## src/rtl/coherence_bus_ctrl.sv

```systemverilog
// Bus/coherence controller: arbitrates icache/dcache pairs onto one RAM port and runs MSI snooping.
// Optional feature macro CC_FWD_EN: forward dirty flush data straight to the requester during the RAM write.
module coherence_bus_ctrl #(
    parameter int CPUS = 2
) (
    input  logic                   i_CLK,
    input  logic                   i_nRST,
    input  logic [CPUS-1:0]        i_iREN,
    input  logic [CPUS-1:0]        i_dREN,
    input  logic [CPUS-1:0]        i_dWEN,
    input  logic [CPUS-1:0][31:0]  i_iaddr,
    input  logic [CPUS-1:0][31:0]  i_daddr,
    input  logic [CPUS-1:0][31:0]  i_dstore,
    input  logic [CPUS-1:0]        i_ccwrite,
    input  logic [CPUS-1:0]        i_cctrans,
    input  logic [31:0]            i_ramload,
    input  logic [1:0]             i_ramstate,
    output logic [CPUS-1:0]        o_iwait,
    output logic [CPUS-1:0]        o_dwait,
    output logic [CPUS-1:0][31:0]  o_iload,
    output logic [CPUS-1:0][31:0]  o_dload,
    output logic [31:0]            o_ramaddr,
    output logic [31:0]            o_ramstore,
    output logic                   o_ramREN,
    output logic                   o_ramWEN,
    output logic [CPUS-1:0]        o_ccwait,
    output logic [CPUS-1:0]        o_ccinv,
    output logic [CPUS-1:0][31:0]  o_ccsnoopaddr
);

    localparam int         IW         = (CPUS > 1) ? $clog2(CPUS) : 1;
    localparam logic [1:0] RAM_ACCESS = 2'b10;

    typedef enum logic [2:0] {
        S_IDLE,
        S_IFETCH,
        S_DWB,
        S_SNOOP,
        S_FWD,
        S_DRD,
        S_INV
    } state_t;

    state_t          r_state, w_state_nxt;
    logic [IW-1:0]   r_gnt, r_rr, w_gnt_nxt, w_rr_nxt, w_pick, w_oth;
    logic            r_lock, w_lock_nxt;
    logic            w_found, w_acc, w_done;
    logic [CPUS-1:0] w_req;

    assign w_req = i_iREN | i_dREN | i_dWEN | (i_cctrans & i_ccwrite);
    assign w_acc = (i_ramstate == RAM_ACCESS);
    assign w_oth = IW'((int'(r_gnt) + 1) % CPUS);

    always_ff @(posedge i_CLK) begin
        if (!i_nRST) begin
            r_state <= S_IDLE;
            r_gnt   <= '0;
            r_rr    <= '0;
            r_lock  <= 1'b0;
        end else begin
            r_state <= w_state_nxt;
            r_gnt   <= w_gnt_nxt;
            r_rr    <= w_rr_nxt;
            r_lock  <= w_lock_nxt;
        end
    end

    // Round-robin scan from r_rr; a locked block restricts the grant to the previous owner.
    always_comb begin
        w_found = 1'b0;
        w_pick  = r_rr;
        for (int k = 0; k < CPUS; k++) begin
            if (!w_found && w_req[IW'((int'(r_rr) + k) % CPUS)]) begin
                w_found = 1'b1;
                w_pick  = IW'((int'(r_rr) + k) % CPUS);
            end
        end
        if (r_lock) begin
            w_found = w_req[r_gnt];
            w_pick  = r_gnt;
        end
    end

    always_comb begin
        w_state_nxt   = r_state;
        w_gnt_nxt     = r_gnt;
        w_rr_nxt      = r_rr;
        w_lock_nxt    = r_lock;
        w_done        = 1'b0;
        o_iwait       = '1;
        o_dwait       = '1;
        o_iload       = '0;
        o_dload       = '0;
        o_ramaddr     = '0;
        o_ramstore    = '0;
        o_ramREN      = 1'b0;
        o_ramWEN      = 1'b0;
        o_ccwait      = '0;
        o_ccinv       = '0;
        o_ccsnoopaddr = '0;

        case (r_state)
            S_IDLE: begin
                if (w_found) begin
                    w_gnt_nxt  = w_pick;
                    w_lock_nxt = 1'b0;
                    if (i_dWEN[w_pick])
                        w_state_nxt = S_DWB;
                    else if (i_dREN[w_pick] && i_cctrans[w_pick])
                        w_state_nxt = (CPUS > 1) ? S_SNOOP : S_DRD;
                    else if (i_cctrans[w_pick] && i_ccwrite[w_pick] && !i_dREN[w_pick])
                        w_state_nxt = S_INV;
                    else if (i_dREN[w_pick])
                        w_state_nxt = S_DRD;
                    else
                        w_state_nxt = S_IFETCH;
                end else if (r_lock && !i_cctrans[r_gnt]) begin
                    w_lock_nxt = 1'b0;
                    w_rr_nxt   = w_oth;
                end
            end
            S_IFETCH: begin
                o_ramREN  = 1'b1;
                o_ramaddr = i_iaddr[r_gnt];
                if (w_acc) begin
                    o_iload[r_gnt] = i_ramload;
                    o_iwait[r_gnt] = 1'b0;
                    w_done         = 1'b1;
                end
            end
            S_DWB: begin
                o_ramWEN   = 1'b1;
                o_ramaddr  = i_daddr[r_gnt];
                o_ramstore = i_dstore[r_gnt];
                if (w_acc) begin
                    o_dwait[r_gnt] = 1'b0;
                    w_done         = 1'b1;
                end
            end
            S_DRD: begin
                o_ramREN  = 1'b1;
                o_ramaddr = i_daddr[r_gnt];
                if (w_acc) begin
                    o_dload[r_gnt] = i_ramload;
                    o_dwait[r_gnt] = 1'b0;
                    w_done         = 1'b1;
                end
            end
            S_SNOOP: begin
                if (CPUS > 1) begin
                    o_ccwait[w_oth]      = 1'b1;
                    o_ccsnoopaddr[w_oth] = i_daddr[r_gnt];
                    o_ccinv[w_oth]       = i_ccwrite[r_gnt];
                    if (i_cctrans[w_oth])
                        w_state_nxt = i_dWEN[w_oth] ? S_FWD : S_DRD;
                end
            end
            S_FWD: begin
                o_ccwait[w_oth] = 1'b1;
                o_ramWEN        = 1'b1;
                o_ramaddr       = i_daddr[w_oth];
                o_ramstore      = i_dstore[w_oth];
                if (w_acc) begin
                    o_dwait[w_oth] = 1'b0;
`ifdef CC_FWD_EN
                    o_dload[r_gnt] = i_dstore[w_oth];
                    o_dwait[r_gnt] = 1'b0;
                    w_done         = 1'b1;
`else
                    // Requester rereads the freshly flushed word from RAM.
                    w_state_nxt    = S_DRD;
`endif
                end
            end
            S_INV: begin
                if (CPUS > 1) begin
                    o_ccwait[w_oth]      = 1'b1;
                    o_ccinv[w_oth]       = 1'b1;
                    o_ccsnoopaddr[w_oth] = i_daddr[r_gnt];
                end
                o_dwait[r_gnt] = 1'b0;
                w_done         = 1'b1;
            end
            default: w_state_nxt = S_IDLE;
        endcase

        // Holding cctrans keeps the bus for the second word of the block.
        if (w_done) begin
            w_state_nxt = S_IDLE;
            if (i_cctrans[r_gnt])
                w_lock_nxt = 1'b1;
            else
                w_rr_nxt = w_oth;
        end
    end

endmodule
```

## config.mk

```make
export PLATFORM = sky130hd
export DESIGN_NAME = coherence_bus_ctrl
export DESIGN_NICKNAME = d
export VERILOG_FILES = /design/src/rtl/coherence_bus_ctrl.sv
export SDC_FILE = /design/constraint.sdc
export NUM_CORES = 1
export LEC_CHECK = 0
export CORE_AREA = 2 2 198 200
export CTS_BUF_LIST = sky130_fd_sc_hd__clkbuf_16
export CTS_CLUSTER_SIZE = 8
export DETAILED_ROUTE_END_ITERATION = 10
export DIE_AREA = 0 0 200 202
export GPL_TIMING_DRIVEN = 0
export PLACE_DENSITY = 0.43
export REMOVE_ABC_BUFFERS = 1
export SLEW_MARGIN = 20
export SYNTH_ARGS = -nofsm -noshare
export SYNTH_HDL_FRONTEND = slang
export SYNTH_SLANG_ARGS = --single-unit
```

## constraint.sdc

```tcl
create_clock -name i_CLK -period 2.2 [get_ports i_CLK]
set_clock_uncertainty 0.05 [all_clocks]
set_input_delay 0.44 -clock i_CLK [delete_from_list [all_inputs] [get_ports i_CLK]]
set_output_delay 0.44 -clock i_CLK [all_outputs]
set_load 0.01 [all_outputs]
```

[Word-level counts from Yosys, hierarchy flattened]
Index checks and enable logic that the tools add are counted.
Cells by class
  add/sub/neg operators: 2
  order comparisons: 7
  equality and inequality tests: 10
  multiplexer cells: 80
  bitwise operators: 11
  reductions and logical operators: 21
Operators with widths (count)
  $mux W32: 12
  $mux W64: 4
  $and A64 B64 Y64: 2
  $pmux W32 S3: 1
  $demux W32 S1: 2
  $pmux W32 S2: 1
  $mux W1: 43
  $mux W3: 7
  $pmux W3 S4: 1
  $reduce_or A2 Y1: 5
  $eq A3 B3 Y1 const B: 3
  $mux W2: 4
  $logic_and A1 B1 Y1: 7
  $eq A3 B2 Y1 const B: 2
  $lt A1 B2 Y1 const B: 3
  $lt A1 B3 Y1 const B: 2
  $ne A2 B2 Y1 const B: 3
  $or A2 B2 Y2: 3
  $pmux W2 S3: 1
  $reduce_or A3 Y1: 2
  $and A2 B2 Y2: 2
  $not A2 Y2: 2
  $pmux W2 S2: 1
  $reduce_and A4 Y1: 1
  11 further kinds: 17
Storage, ports and cells
  bits in registers: 6
  input bits: 238

[Longest topological paths before layout]
  depth in word-level cells: 19
  depth in mapped cells: 8

[Least setup slack after synthesis]
Ideal clock, no wire load.
  kind: reg-to-output
  from: reg r_state[0]
  to: out o_ramaddr[0]
  data arrival time: 1.750 ns
  required time: 1.710 ns
  setup slack: -0.040 ns
  cell stages (with the launch flop): 9
  path buffers: 3
  path through: dfxtp_1 -> inv_1 -> ha_1 -> and2_1 -> buf_2 -> buf_2 -> buf_2 -> a221oi_1 -> o22ai_1
On the way
  word-level cells in the longest chain between the ends: 3
  elaborated cells between the ends (all ways): 6
  classes of those cells: eq/ne: 4; mux: 1; reduce/logical: 1
Ends and longest elaborated chain
  start, declared: RTL line 44  | state_t r_state, w_state_nxt;
  start signal, assigned: RTL line 61  | r_state <= w_state_nxt;
  $eq A3 B3 Y1 / $eq A3 B2 Y1 (equally long branches): RTL line 102  | case (r_state)
  $reduce_or A2 Y1 (no source line)
  $pmux W32 S3 *: RTL line 102
  end, declared: RTL line 22  | output logic [31:0] o_ramaddr,
Mark *: on every way between the ends. The rest lies on a longest branch, timed or not.

[Worst setup path in the final report]
  from: reg r_state[0]
  to: out o_ramaddr[24]
The elaborated chain is that of the path after synthesis.

==> metrics <==
status finished, violations left; failing checks setup timing; drt initial violations 217; worst-margin pin slew 0.395 ns; Synth cell types 42; Worst EP arrival 1.95 ns; worst hold path class reg -> reg; Synth Warn # 0; Total Power 6.67 mW; CTS tree built; crit start category register; Reg2Reg Depth 7; share of layout cells above drive strength 1 56.8%; global-route wire length before repair 49100 um; via count 7578; M1 WL 16900 um; Netlist Area Pre-Place 4110 um^2; Avg WL per Cell about 23 um; most common cell after layout, fill and taps aside clkdlybuf4s50_1; fin cells 1729; Setup CP Type reg -> out; P&R area growth vs syn 221%; Post-DP HPWL 22800 um; critical path depth 9; slew margin rel. 72.9%; CP endpoint kind output port; grt total ovfl 0; Reg clk slew, reported paths roughly 0.040 ns; Worst IR Drop VDD 260 uV; clock buffer count from CTS 3; largest net degree at the start of global routing 52; IO Count 504; Vias/cell 4.38; delay-heaviest family, CP buffers and inverters; Pwr per Cell Area 506 nW/um^2; clk root buf clkbuf_16; Starting Density around 11%; Die H just over 200 um; drt total wl 40300 um; Post-Synthesis Cells 601; dpl cells between 1500 and 2000; Syn Area/Cell 6.85 um^2; GPL Wtd Cong 0.780; TritonRoute pass-1 iters 4; CP Max Fanout 8; fin worst setup slack -0.241 ns; Clock Latency Late Sink between 0.2 and 0.25 ns; post-route ant nets 0; core area 38300 um^2; Final Hold Fails 0; row count 72; Leak Pwr 5.80 nW; Worst EP required between 1.5 and 2 ns; fillcell total 4012; Slowest Stage Delay on Critical Path 0.35 ns; met3 wire length 2120 um; total track usage 16.4%; Final setup viols approximately 240; clock sink count 6; met2 WL just over 20000 um; Slew Limit Fails 0; Die Span X around 200 um; RSZ-0062 raised after global routing true; worst path bufs/invs 4; sequential share of the synthesized area 2.92%; maximum clock frequency between 0.4 and 0.5 GHz; drt drc 0; most frequent cells in the layout 236 x clkdlybuf4s50_1, 115 x buf_6, 104 x and2_1, 102 x a221oi_2, 95 x and2_4; vias in the first global route just over 7000; clock buffer depth 2; NumNets Final 1454; Port Buffers 503; CP Cell Sequence buf_6, ha_4, nand2_8, nand2_8, buf_16, buf_12, a221oi_2, o22ai_1, clkbuf_2; H-tree levels 1; Hold Path Depth 2; final period utilization 111%; top layer reached by signal wires met4; Yosys reg bits 6; CP max-delay cell dfxtp_4; Most Frequent Cell on Critical Path nand2_8; max-cap viol count 0; die area a little over 40000 um^2; initial antenna violation count 2; post-layout min period about 2.4 ns
==> where the power goes <==
group          leakage (nW)  internal, mW  total [mW]  switching [mW]
Clock                0.0423         0.236       0.300          0.0644
Combinational          5.71          3.18        6.18            3.00
Sequential           0.0518         0.139       0.196          0.0575
==> routing by layer <==
layer,up-vias,track usage [%]
li1,3566,-
met1,3698,20.8
met2,277,30.0
met3,37,2.27
met4,0,1.93
met5,-,0
==> cell families after synthesis <==
logic type                 after synthesis  synth area share (%)
muxes                                   40                  9.76
buffers and inverters                   78                  7.94
adders and majority gates                5                  1.52
AOI/OAI and AO/OA                      196                  39.0
DFF                                      6                  2.92
and+or+nand+nor                        276                  38.9
==> worst paths after layout <==
path              start             to  slack (ns)
min reg2reg        r_rr           r_rr        0.47
max reg2reg  r_state[1]     r_state[2]        0.13
max          r_state[0]  o_ramaddr[24]       -0.24
min                r_rr           r_rr        0.47
==> sequential cells by signal (all words and copies together) (netlist names) <==
| name | flops |
|---|---|
| r_state | 3 |
| r_gnt | 1 |
| r_lock | 1 |
| r_rr | 1 |
==> area by class of cell <==
class | instances | area (um^2) | area share [%]
clock buffer | 3 | 75.1 | 0.569
antenna | 1 | 2.50 | 0.0190
sequential | 6 | 135 | 1.02
multi-input combinational | 525 | 5250 | 39.8
timing repair buffer | 666 | 7010 | 53.1
inverter | 8 | 56.3 | 0.427
timing repair inverter | 1 | 8.76 | 0.0664
clock inverter | 1 | 3.75 | 0.0285
tap | 518 | 648 | 4.91
==> worst reg2reg max path, stage by stage (launching register included) <==
cell and delay [ns]:
dfxtp_4 0.40, inv_6 0.06, ha_4 0.18, buf_12 0.14
and2_4 0.28, a221oi_4 0.39, o21ai_2 0.10, a2111oi_2 0.35
==> synthesized netlist by cell type (all sizes together) <==
cell | n | area, um^2
nor4bb | 1 | 10.0
nor3 | 3 | 15.0
mux2 | 1 | 11.3
nand2b | 6 | 37.5
o22ai | 32 | 200
ha | 5 | 62.6
o211ai | 1 | 7.51
buf | 28 | 139
and2 | 195 | 1220
mux2i | 39 | 390
a2111oi | 3 | 57.6
a311o | 1 | 10.0
nor4 | 1 | 6.26
a31oi | 1 | 6.26
o32ai | 1 | 8.76
o221a | 1 | 11.3
nand2 | 13 | 48.8
o32a | 1 | 10.0
o21a | 1 | 7.51
and3 | 1 | 6.26
nor2 | 40 | 150
and3b | 1 | 8.76
o21ai | 9 | 48.8
nor2b | 6 | 37.5
nand4b | 2 | 17.5
a211oi | 1 | 7.51
a21boi | 1 | 7.51
a21oi | 13 | 65.1
nand3 | 4 | 20.0
nand4 | 1 | 6.26
clkbuf | 42 | 158
o41ai | 1 | 8.76
nand3b | 2 | 15.0
a221oi | 129 | 1150
dfxtp | 6 | 120
inv | 8 | 30.0
==> stage by stage <==
step	setup slack, ns	instance area (um^2)	hold WS, ns	TNS [ns]	util [%]
4_1_cts	-0.369	11200	0.471	-49.93	29.2
3_5_place_dp	-1.26	9830	0.471	-268.02	25.7
6_report	-0.241	13200	0.470	-26.54	34.5
5_1_grt	-0.313	13200	0.497	-42.12	34.4
3_3_place_gp	-9.19	9500	0.469	-1797.38	24.8
2_1_floorplan	-3.36	3820	0.422	-688.41	-
==> repair_timing <==
| action | 4_1_cts | 5_1_grt |
|---|---|---|
| setup endpoints to repair | 268 | 268 |
| resized for setup | 619 | 806 |
| pin swaps | 29 | 83 |
| hold buffers | 0 | 0 |
| gates cloned | 23 | 24 |
| setup buffers | 51 | 72 |
No activity file was read; power rests on OpenSTA's default activity.
